[src/rtl/vga_timing_pkg.sv]
// Shared types, state encoding and timing helpers for the parametrised VGA timing generator.
package vga_timing_pkg;

  typedef struct packed {
    logic hsync;
    logic vsync;
    logic blank_n;
    logic end_of_line;
    logic end_of_frame;
    logic valid;
  } vga_timing_t;

  typedef enum logic [1:0] {
    ST_STOPPED  = 2'd0,
    ST_RUNNING  = 2'd1,
    ST_STOPPING = 2'd2
  } run_state_t;

  // Standard 640x480@60 timing (25.175 MHz pixel clock)
  localparam int VGA640_H_VISIBLE = 640;
  localparam int VGA640_H_FRONT   = 16;
  localparam int VGA640_H_SYNC    = 96;
  localparam int VGA640_H_BACK    = 48;
  localparam int VGA640_V_VISIBLE = 480;
  localparam int VGA640_V_FRONT   = 10;
  localparam int VGA640_V_SYNC    = 2;
  localparam int VGA640_V_BACK    = 33;

  function automatic int axis_total(input int visible, input int front,
                                    input int sync, input int back);
    return visible + front + sync + back;
  endfunction

endpackage

[src/rtl/vga_axis_counter.sv]
// One timing axis: position register holding the next position to emit, with
// wrap, sync pin level and visible-region decode of that position.
module vga_axis_counter
  import vga_timing_pkg::*;
#(
  parameter int VISIBLE = 640,
  parameter int FRONT   = 16,
  parameter int SYNC    = 96,
  parameter int BACK    = 48,
  parameter bit POL     = 1'b0,
  localparam int TOTAL  = axis_total(VISIBLE, FRONT, SYNC, BACK),
  localparam int W      = $clog2(TOTAL)
) (
  input  logic         clk,
  input  logic         rst,
  input  logic         step,
  input  logic         clear,
  output logic [W-1:0] position,
  output logic         wrap,
  output logic         sync,
  output logic         visible
);

  logic [W-1:0] pos;
  logic [31:0]  pos_ext;
  logic         in_sync;

  // Position advances on step, wraps at TOTAL-1, and is forced to 0 by clear.
  always_ff @(posedge clk or posedge rst) begin
    if (rst) begin
      pos <= '0;
    end else if (clear) begin
      pos <= '0;
    end else if (step) begin
      pos <= wrap ? '0 : pos + W'(1);
    end else begin
      pos <= pos;
    end
  end

  // Compare in 32 bits so a zero-length back porch cannot overflow the bound.
  assign pos_ext  = 32'(pos);
  assign in_sync  = (pos_ext >= 32'(VISIBLE + FRONT)) && (pos_ext < 32'(VISIBLE + FRONT + SYNC));
  assign sync     = in_sync ? POL : ~POL;
  assign visible  = (pos_ext < 32'(VISIBLE));
  assign wrap     = (pos_ext == 32'(TOTAL - 1));
  assign position = pos;

endmodule

[src/rtl/vga_timing_gen_param.sv]
// Parametrised VGA timing generator with coordinates, line prefetch and frame-aligned stop.
// Optional feature macro: VGA_TIMING_GEN_LINE_DOUBLE_EN (line doubling, adds src_line_o).
module vga_timing_gen_param
  import vga_timing_pkg::*;
#(
  parameter int CLK_DIV       = 1,
  parameter int H_VISIBLE     = VGA640_H_VISIBLE,
  parameter int H_FRONT       = VGA640_H_FRONT,
  parameter int H_SYNC        = VGA640_H_SYNC,
  parameter int H_BACK        = VGA640_H_BACK,
  parameter int V_VISIBLE     = VGA640_V_VISIBLE,
  parameter int V_FRONT       = VGA640_V_FRONT,
  parameter int V_SYNC        = VGA640_V_SYNC,
  parameter int V_BACK        = VGA640_V_BACK,
  parameter bit HSYNC_POL     = 1'b0,
  parameter bit VSYNC_POL     = 1'b0,
  parameter int PREFETCH_LEAD = 8,
  localparam int H_TOTAL      = axis_total(H_VISIBLE, H_FRONT, H_SYNC, H_BACK),
  localparam int V_TOTAL      = axis_total(V_VISIBLE, V_FRONT, V_SYNC, V_BACK),
  localparam int X_W          = $clog2(H_TOTAL),
  localparam int Y_W          = $clog2(V_TOTAL),
  localparam int L_W          = $clog2(V_VISIBLE)
`ifdef VGA_TIMING_GEN_LINE_DOUBLE_EN
  , localparam int S_W        = $clog2(V_VISIBLE / 2)
`endif
) (
  input  logic           clk_i,
  input  logic           rst_i,
  input  logic           enable_i,
  output vga_timing_t    timing_o,
  output logic [X_W-1:0] x_o,
  output logic [Y_W-1:0] y_o,
  output logic           line_req_o,
  output logic [L_W-1:0] line_idx_o,
`ifdef VGA_TIMING_GEN_LINE_DOUBLE_EN
  output logic [S_W-1:0] src_line_o,
`endif
  output logic           running_o
);

  localparam int P_W = (CLK_DIV > 1) ? $clog2(CLK_DIV) : 1;

  if (PREFETCH_LEAD < 1 || PREFETCH_LEAD > H_TOTAL - H_VISIBLE) begin : g_bad_lead
    $error("PREFETCH_LEAD must lie in 1..H_TOTAL-H_VISIBLE");
  end
  if (CLK_DIV < 1) begin : g_bad_div
    $error("CLK_DIV must be at least 1");
  end
`ifdef VGA_TIMING_GEN_LINE_DOUBLE_EN
  if ((V_VISIBLE % 2) != 0) begin : g_bad_double
    $error("line doubling needs an even V_VISIBLE");
  end
`endif

  run_state_t     state;
  run_state_t     state_next;
  logic [P_W-1:0] presc;
  logic           tick;
  logic           clear;
  logic [X_W-1:0] h_pos;
  logic [Y_W-1:0] v_pos;
  logic           h_wrap, v_wrap, h_sync, v_sync, h_vis, v_vis;
  logic           eol, eof, req_line, req;
  logic [L_W-1:0] idx;
  int             next_line;

  assign tick  = (state != ST_STOPPED) && (presc == '0);
  assign clear = (state == ST_STOPPED);

  vga_axis_counter #(
    .VISIBLE(H_VISIBLE), .FRONT(H_FRONT), .SYNC(H_SYNC), .BACK(H_BACK), .POL(HSYNC_POL)
  ) u_h_axis (
    .clk(clk_i), .rst(rst_i), .step(tick), .clear(clear),
    .position(h_pos), .wrap(h_wrap), .sync(h_sync), .visible(h_vis)
  );

  vga_axis_counter #(
    .VISIBLE(V_VISIBLE), .FRONT(V_FRONT), .SYNC(V_SYNC), .BACK(V_BACK), .POL(VSYNC_POL)
  ) u_v_axis (
    .clk(clk_i), .rst(rst_i), .step(tick && h_wrap), .clear(clear),
    .position(v_pos), .wrap(v_wrap), .sync(v_sync), .visible(v_vis)
  );

  // Run-state register.
  always_ff @(posedge clk_i or posedge rst_i) begin
    if (rst_i) begin
      state <= ST_STOPPED;
    end else begin
      state <= state_next;
    end
  end

  // Stopping only completes on the tick that emits the last position of a frame.
  always_comb begin
    state_next = state;
    case (state)
      ST_STOPPED:  if (enable_i) state_next = ST_RUNNING; else state_next = ST_STOPPED;
      ST_RUNNING:  if (enable_i) state_next = ST_RUNNING; else state_next = ST_STOPPING;
      ST_STOPPING: begin
        if (enable_i) begin
          state_next = ST_RUNNING;
        end else if (tick && h_wrap && v_wrap) begin
          state_next = ST_STOPPED;
        end else begin
          state_next = ST_STOPPING;
        end
      end
      default:     state_next = ST_STOPPED;
    endcase
  end

  // Pixel prescaler; held at 0 while stopped so a start ticks immediately.
  always_ff @(posedge clk_i or posedge rst_i) begin
    if (rst_i) begin
      presc <= '0;
    end else if (state == ST_STOPPED) begin
      presc <= '0;
    end else if (tick) begin
      presc <= P_W'(CLK_DIV - 1);
    end else begin
      presc <= presc - P_W'(1);
    end
  end

  // Event and prefetch decode on the lookahead position.
  always_comb begin
    eol       = (int'(h_pos) == H_VISIBLE) && v_vis;
    eof       = eol && (int'(v_pos) == V_VISIBLE - 1);
    if (v_wrap) begin
      next_line = 0;
    end else begin
      next_line = int'(v_pos) + 1;
    end
    req_line  = (int'(h_pos) == H_TOTAL - PREFETCH_LEAD) && (v_wrap || int'(v_pos) < V_VISIBLE - 1);
`ifdef VGA_TIMING_GEN_LINE_DOUBLE_EN
    req       = req_line && ((next_line % 2) == 0);
    idx       = L_W'(next_line / 2);
`else
    req       = req_line;
    idx       = L_W'(next_line);
`endif
  end

  // Output register: one position per tick; pulses last exactly one cycle.
  always_ff @(posedge clk_i or posedge rst_i) begin
    if (rst_i) begin
      timing_o.hsync        <= ~HSYNC_POL;
      timing_o.vsync        <= ~VSYNC_POL;
      timing_o.blank_n      <= 1'b0;
      timing_o.end_of_line  <= 1'b0;
      timing_o.end_of_frame <= 1'b0;
      timing_o.valid        <= 1'b0;
      x_o                   <= '0;
      y_o                   <= '0;
      line_req_o            <= 1'b0;
      line_idx_o            <= '0;
`ifdef VGA_TIMING_GEN_LINE_DOUBLE_EN
      src_line_o            <= '0;
`endif
      running_o             <= 1'b0;
    end else begin
      running_o <= (state_next != ST_STOPPED);
      if (tick) begin
        timing_o.hsync        <= h_sync;
        timing_o.vsync        <= v_sync;
        timing_o.blank_n      <= h_vis && v_vis;
        timing_o.end_of_line  <= eol;
        timing_o.end_of_frame <= eof;
        timing_o.valid        <= 1'b1;
        x_o                   <= h_pos;
        y_o                   <= v_pos;
        line_req_o            <= req;
        if (req) line_idx_o <= idx;
`ifdef VGA_TIMING_GEN_LINE_DOUBLE_EN
        if (v_vis) src_line_o <= S_W'(v_pos >> 1);
`endif
      end else begin
        timing_o.end_of_line  <= 1'b0;
        timing_o.end_of_frame <= 1'b0;
        timing_o.valid        <= 1'b0;
        line_req_o            <= 1'b0;
      end
    end
  end

endmodule

[config.mk]
export PLATFORM = sky130hd
export DESIGN_NAME = vga_timing_gen_param
export DESIGN_NICKNAME = d
export VERILOG_FILES = /design/src/rtl/vga_timing_pkg.sv /design/src/rtl/vga_axis_counter.sv /design/src/rtl/vga_timing_gen_param.sv
export SDC_FILE = /design/constraint.sdc
export NUM_CORES = 1
export LEC_CHECK = 0
export BUFFER_PORTS_ARGS = -buffer_cell sky130_fd_sc_hd__buf_2
export CORE_MARGIN = 1.5
export CORE_UTILIZATION = 53
export CTS_BUF_LIST = sky130_fd_sc_hd__clkbuf_2 sky130_fd_sc_hd__clkbuf_4 sky130_fd_sc_hd__clkbuf_8
export DETAILED_ROUTE_END_ITERATION = 6
export GPL_ROUTABILITY_DRIVEN = 0
export PLACE_DENSITY = 0.86
export REMOVE_ABC_BUFFERS = 1
export SETUP_SLACK_MARGIN = 0.02
export SLEW_MARGIN = 20
export SYNTH_ARGS = -nofsm -noshare
export SYNTH_HDL_FRONTEND = slang
export SYNTH_SLANG_ARGS = --single-unit
[constraint.sdc]
create_clock -name clk_i -period 2 [get_ports clk_i]
set_clock_uncertainty 0.15 [all_clocks]
set_input_delay 0.1 -clock clk_i [delete_from_list [all_inputs] [get_ports clk_i]]
set_output_delay 0.1 -clock clk_i [all_outputs]
set_load 0.05 [all_outputs]
==> results.toml, run 1 <==
[global_routing]
overflow = 0
grt_max_degree = 61
antenna_found_initial = 0
track_usage_pct = 23.89
grt_pass1_wl_um = 10980
first_global_vias = 2378

[logic_synthesis]
async_flop_share_pct = 100.0
synthSimpleGateAreaFrac_pct = 23.59
ys.flop_type = "dfrtp_1"
ys_warn_count = 0
yosysSeqAreaShare_pct = 52.12
synth_top_family_by_area = "simple AND/OR/NAND/NOR gates"
avgSynthCellArea_sq_um = 9.881
synth-compound-area-share_pct = 11.41
synth_edf_count = 0
synthXorXnorAreaFrac_pct = 2.125
synth.ff_latch_count = 60
netlist_area_sq_um = 2885
ys_types = 53
synth-adder-area-share_pct = 1.735
synthMuxAreaShare_pct = 4.206
postSynthCellCount = 292

[timing]
slew_headroom_pct = 57.05
rsz0062_at_grt = "true"
setup_viol = 4
fmax_mhz = 498.3
fin_crit_sh_pct = 100.3
worstMarginPinSlew_ns = 0.6412
fin_hold_ws_ns = 0.2249
drv_slew = 0
timing_hold_violations_final = 0
setup_slack_ns = -0.006839
fin_crit_ns = 2.007

[place]
port_buffers = 39
dp_hpwl_um = 4215

[setup_path]
reg2reg_to = "line_idx_o[7]"
worst-r2r-cell-count = 7
max_stage_delay_ns = 0.40
cp_num_buf_inv = 2
critPathLaunchType = "register"
cp_max_fo = 10
crit_chain = "inv_2 > ha_1 > nand4b_1 > nor4bb_2 > o311a_1 > buf_12 > mux2_2"
slowest_stage = "dfrtp_1"
required_ns = 2.07
reg2reg_slack_ns = -0.007
cp-end-kind = "register"
timing.rr.start = "u_v_axis.position[0]"
critPathKind = "register to register"
crit_family = "simple AND/OR/NAND/NOR gates"
cp.arrival_ns = 2.08

[die]
core_area_sq_um = 5172
start_util_pct = 55.78
rows = 26
die-area_sq_um = 5895
die_width_um = 76.78
fp.dieH_um = 76.78
io_pins = 40

[clock_network]
root_buffer = "clkbuf_8"
clock_sinks = 60
clk_path_buf_depth = 2
cts_tree = "yes"
h-tree-depth = 3
clk-insertion-delay-late_ns = 0.33
numCtsBuffers = 9
clk_pin_slew_worst_paths_ns = 0.07

[detailed_routing]
via_per_inst = 5.499
met3_length_um = 330
wl_met1_um = 2816
wl_met2_um = 3127
drt_iter0_drc = 189
wl_um = 6447
wl_per_cell_um = 14.96
vias = 2370
dr.pass1.iters = 4
dr.max_layer_used = "met4"
antenna_left = 0
drc = 0

[worst_hold_path]
hp-class = "input port to async pin"

[power_and_ir_drop]
power_density_nw_per_um2 = 732.5
leakagePower_nw = 1.850
peakVddDrop_mv = 0.6095
p_total_mw = 2.619

[layout]
area_growth_pct = 23.94
drive_gt1_share_pct = 31.86
insertedDiodeCount = 0
mostFrequentLayoutCells = "nand2_1, dfrtp_1, buf_2"
layout_commonest_cell = "nand2_1"
nets = 363

[run_status]
status = "finished, violations left"
violations = "negative setup slack"

[job]
cap_violations = 0
## cells in the mapped netlist, types with 3 or more instances
master / number / area share, %
a31oi_1: 4 / 0.87
nor3_1: 4 / 0.69
buf_2: 10 / 1.7
clkbuf_1: 7 / 0.91
dfrtp_1: 58 / 50
ha_1: 4 / 1.7
a21oi_1: 13 / 2.3
nand3_1: 8 / 1.4
xnor2_1: 6 / 1.8
a21o_1: 6 / 1.6
a211oi_1: 4 / 1.0
inv_1: 8 / 1.0
nand2b_1: 4 / 0.87
mux2_2: 9 / 3.5
or3_1: 4 / 0.87
o31ai_1: 3 / 0.78
o21ai_0: 10 / 1.7
nor2_1: 9 / 1.2
nand4_1: 5 / 1.1
nor4_1: 3 / 0.65
nand2_1: 67 / 8.7
## kinds of logic (layout without fill, tap and decap cells)
| logic type | after synthesis | count (layout) |
|---|---|---|
| AOI/OAI and AO/OA | 50 | 50 |
| xor gates and xnor gates | 7 | 7 |
| adders and majority gates | 4 | 4 |
| buffers and inverters | 29 | 98 |
| DFF | 60 | 60 |
| muxes | 11 | 11 |
| other | 1 | 1 |
| and+or+nand+nor | 130 | 130 |
## registers in the layout (all words and copies together), names as in the netlist
register	cells
line_idx_o	9
u_v_axis.position	10
presc	1
line_req_o	1
y_o	10
running_o	1
timing_o	6
x_o	10
state	2
u_h_axis.position	10
## power breakdown
part | switching [mW] | total [mW] | internal, mW
Sequential | 0.0199 | 1.27 | 1.25
Combinational | 0.178 | 0.240 | 0.0618
Clock | 0.461 | 1.11 | 0.653
## per-layer routing
| metal | global-route usage (%) | vias to the layer above |
|---|---|---|
| met5 | 0 | - |
| met4 | 13.52 | 0 |
| met3 | 5.119 | 16 |
| met2 | 36.81 | 72 |
| met1 | 31.23 | 1145 |
| li1 | - | 1137 |
## worst register-to-register path, cell delays in order, from the launching register on
cell and delay [ns]:
dfrtp_1 0.40, inv_2 0.07, ha_1 0.13, nand4b_1 0.10, nor4bb_2 0.32, o311a_1 0.24, buf_12 0.15, mux2_2 0.33
## how the worst max path moves through the flow
stage | startpoint | endpoint | cells past startpoint
after detailed placement | u_v_axis.position[0] | line_idx_o[7] | 7
after global placement | u_v_axis.position[0] | line_idx_o[7] | 7
after CTS | u_v_axis.position[0] | line_idx_o[7] | 7
final | u_v_axis.position[0] | line_idx_o[7] | 7
after floorplan | state[0] | line_idx_o[0] | 5
after global routing | u_v_axis.position[0] | line_idx_o[2] | 7
## cell type report
class,count,area [sq um]
Multi-Input combinational cell,203,1260
Fill cell,385,1597
Inverter,8,30.03
Sequential cell,60,1504
Clock buffer,12,158.9
Tap cell,70,87.58
Clock inverter,4,47.55
Timing Repair Buffer,74,488.0
## stage by stage
step	setup WS, ns	instances	setup TNS, ns	cell area [sq um]	utilization [%]
2_1_floorplan	-1.148	271	-26.31	2780	-
3_3_place_gp	0.01986	408	0	3302	63.84
3_5_place_dp	-0.04164	408	-0.2898	3302	63.84
4_1_cts	-0.01718	427	-0.06633	3537	68.38
5_1_grt	-0.1404	431	-1.183	3576	69.13
6_report	-0.006839	431	-0.01449	3576	69.13
## repair_timing
item	CTS	global route
hold endpoints to repair	63	0
endpoints found under the setup margin	10	19
hold buffers	2	0
resized for setup	3	3
buffers inserted	1	4
pin swaps	1	2
(Power assumes the default switching activity.)
==> run 2, diff against run 1 <==
--- a/config.mk
+++ b/config.mk
@@ -7,11 +7,11 @@
 export LEC_CHECK = 0
 export BUFFER_PORTS_ARGS = -buffer_cell sky130_fd_sc_hd__buf_2
 export CORE_MARGIN = 1.5
-export CORE_UTILIZATION = 53
+export CORE_UTILIZATION = 59
 export CTS_BUF_LIST = sky130_fd_sc_hd__clkbuf_2 sky130_fd_sc_hd__clkbuf_4 sky130_fd_sc_hd__clkbuf_8
 export DETAILED_ROUTE_END_ITERATION = 6
 export GPL_ROUTABILITY_DRIVEN = 0
-export PLACE_DENSITY = 0.86
+export PLACE_DENSITY = 0.91
 export REMOVE_ABC_BUFFERS = 1
 export SETUP_SLACK_MARGIN = 0.02
 export SLEW_MARGIN = 20
==> constraint.sdc (replaced) <==
create_clock -name clk_i -period 2.14 [get_ports clk_i]
set_clock_uncertainty 0.15 [all_clocks]
set_input_delay 0.107 -clock clk_i [delete_from_list [all_inputs] [get_ports clk_i]]
set_output_delay 0.107 -clock clk_i [all_outputs]
set_load 0.05 [all_outputs]
==> run 2 against run 1 <==
Effect of this change:
- the flow now finishes without violations
- register-to-register slack gained 0.07 ns
- total power shrank 12%
- cell area shrank 2.9%
- sequential cell count is the same
- largest power group unchanged
- sequential power shrank 6%
- highest routed layer unchanged
- non-clock buffer count shrank 9
- clock power shrank 20%
- critical endpoint is now line_idx_o[5]
- fmax shrank 3.6%
- die area shrank 9.8%
==> results.toml, run 2 (synthesized netlist as in run 1, its figures left out) <==
[die]
die_width_um = 72.93
rows = 25
die-area_sq_um = 5319
fp.dieH_um = 72.93
core_area_sq_um = 4723
io_pins = 40
start_util_pct = 61.09

[global_routing]
track_usage_pct = 24.62
grt_pass1_wl_um = 9791
grt_max_degree = 38
antenna_found_initial = 0
first_global_vias = 2168
overflow = 0

[timing]
fin_hold_ws_ns = 0.1944
fin_crit_ns = 2.081
fmax_mhz = 480.4
fin_crit_sh_pct = 97.26
rsz0062_at_grt = "true"
setup_slack_ns = 0.05854
worstMarginPinSlew_ns = 0.5836
setup_viol = 0
slew_headroom_pct = 60.91
drv_slew = 0
timing_hold_violations_final = 0

[setup_path]
critPathLaunchType = "register"
critPathKind = "register to register"
critical_path.endpoint = "line_idx_o[5]"
path_depth = 7
reg2reg_slack_ns = 0.06
required_ns = 2.21
startpoint = "u_v_axis.position[1]"
worst-r2r-cell-count = 7
cp_max_fo = 10
crit_chain = "inv_2 > ha_1 > nand4b_1 > nor4bb_2 > o311a_1 > buf_12 > mux2_2"
crit_family = "simple AND/OR/NAND/NOR gates"
timing.rr.start = "u_v_axis.position[1]"
cp_num_buf_inv = 2
cp.arrival_ns = 2.15
slowest_stage = "dfrtp_1"
max_stage_delay_ns = 0.43
reg2reg_to = "line_idx_o[5]"
cp-end-kind = "register"

[clock_network]
clk_path_buf_depth = 2
cts_tree = "yes"
clk-insertion-delay-late_ns = 0.34
root_buffer = "clkbuf_8"
clock_sinks = 60
clk_pin_slew_worst_paths_ns = 0.06
numCtsBuffers = 9
h-tree-depth = 3

[layout]
area_growth_pct = 20.38
mostFrequentLayoutCells = "nand2_1, dfrtp_1, buf_2"
insertedDiodeCount = 0
drive_gt1_share_pct = 29.26
layout_commonest_cell = "nand2_1"
nets = 354
area.sequential_sq_um = 1504
multi_input_area_sq_um = 1260
num-fill-cells = 320

[detailed_routing]
drt_iter0_drc = 198
via_per_inst = 5.539
wl_um = 5952
dr.pass1.iters = 4
vias = 2321
wl_per_cell_um = 14.21
drc = 0
antenna_left = 0

[run_status]
status = "completed"

[power_and_ir_drop]
leakagePower_nw = 1.795
power_density_nw_per_um2 = 660.8
peakVddDrop_mv = 0.4882

[job]
cap_violations = 0

[place]
port_buffers = 39
dp_hpwl_um = 4131
pre_cts_ws_ns = 0.06531

[worst_hold_path]
hp-class = "input port to async pin"
[run 2: metal layers]
| metal | global-route usage [%] | routed length [um] |
|---|---|---|
| met1 | 32.24 | 2697 |
| met2 | 37.31 | 2758 |
| met3 | 4.558 | 326 |
| met4 | 16.56 | 169 |
| met5 | 0 | 0 |
[run 2: metrics by stage]
stage | utilization, % | cells | setup TNS, ns | cell area (sq um) | total power, mW
floorplan | - | 271 | -20.38 | 2780 | 1.355
global placement | 69.03 | 400 | 0 | 3261 | 1.416
detailed placement | 69.03 | 400 | 0 | 3261 | 1.424
CTS | 73.17 | 418 | 0 | 3456 | 2.312
global route | 73.54 | 419 | -0.3340 | 3473 | 2.387
finish | 73.54 | 419 | 0 | 3473 | 2.295
[run 2: what timing repair did]
action                                 CTS  global route
endpoints found under the hold margin   26             0
hold buffers                             2             0
setup buffers                            0             1
gates resized for setup                  0             3
setup endpoints to repair                0            10
[run 2: worst min path at each step]
stage              from              endpoint  slack (ns)
2_1_floorplan  enable_i              state[1]        0.02
3_3_place_gp      rst_i           timing_o[3]        0.01
3_5_place_dp      rst_i                y_o[6]        0.01
4_1_cts           rst_i  u_h_axis.position[3]        0.21
5_1_grt           rst_i                x_o[9]        0.27
6_report          rst_i                x_o[8]        0.19
[run 2: where the power goes]
part | internal (mW) | leakage [nW] | switching (mW)
Sequential | 1.16 | 0.816 | 0.0206
Combinational | 0.0567 | 0.881 | 0.163
Clock | 0.484 | 0.0974 | 0.406
Total | 1.71 | 1.79 | 0.590
[run 2: final cells by class]
type,instances,share of cell area [%]
multi-input combinational,203,36.28
tap,67,2.414
sequential,60,43.30
inverter,8,0.8646
clock inverter,3,0.4323
timing repair buffer,65,12.10
clock buffer,13,4.611
[run 2: worst reg2reg max path, stage by stage (launching register included)]
cell	delay (ns)
dfrtp_1	0.43
inv_2	0.08
ha_1	0.13
nand4b_1	0.11
nor4bb_2	0.36
o311a_1	0.24
buf_12	0.14
mux2_2	0.33
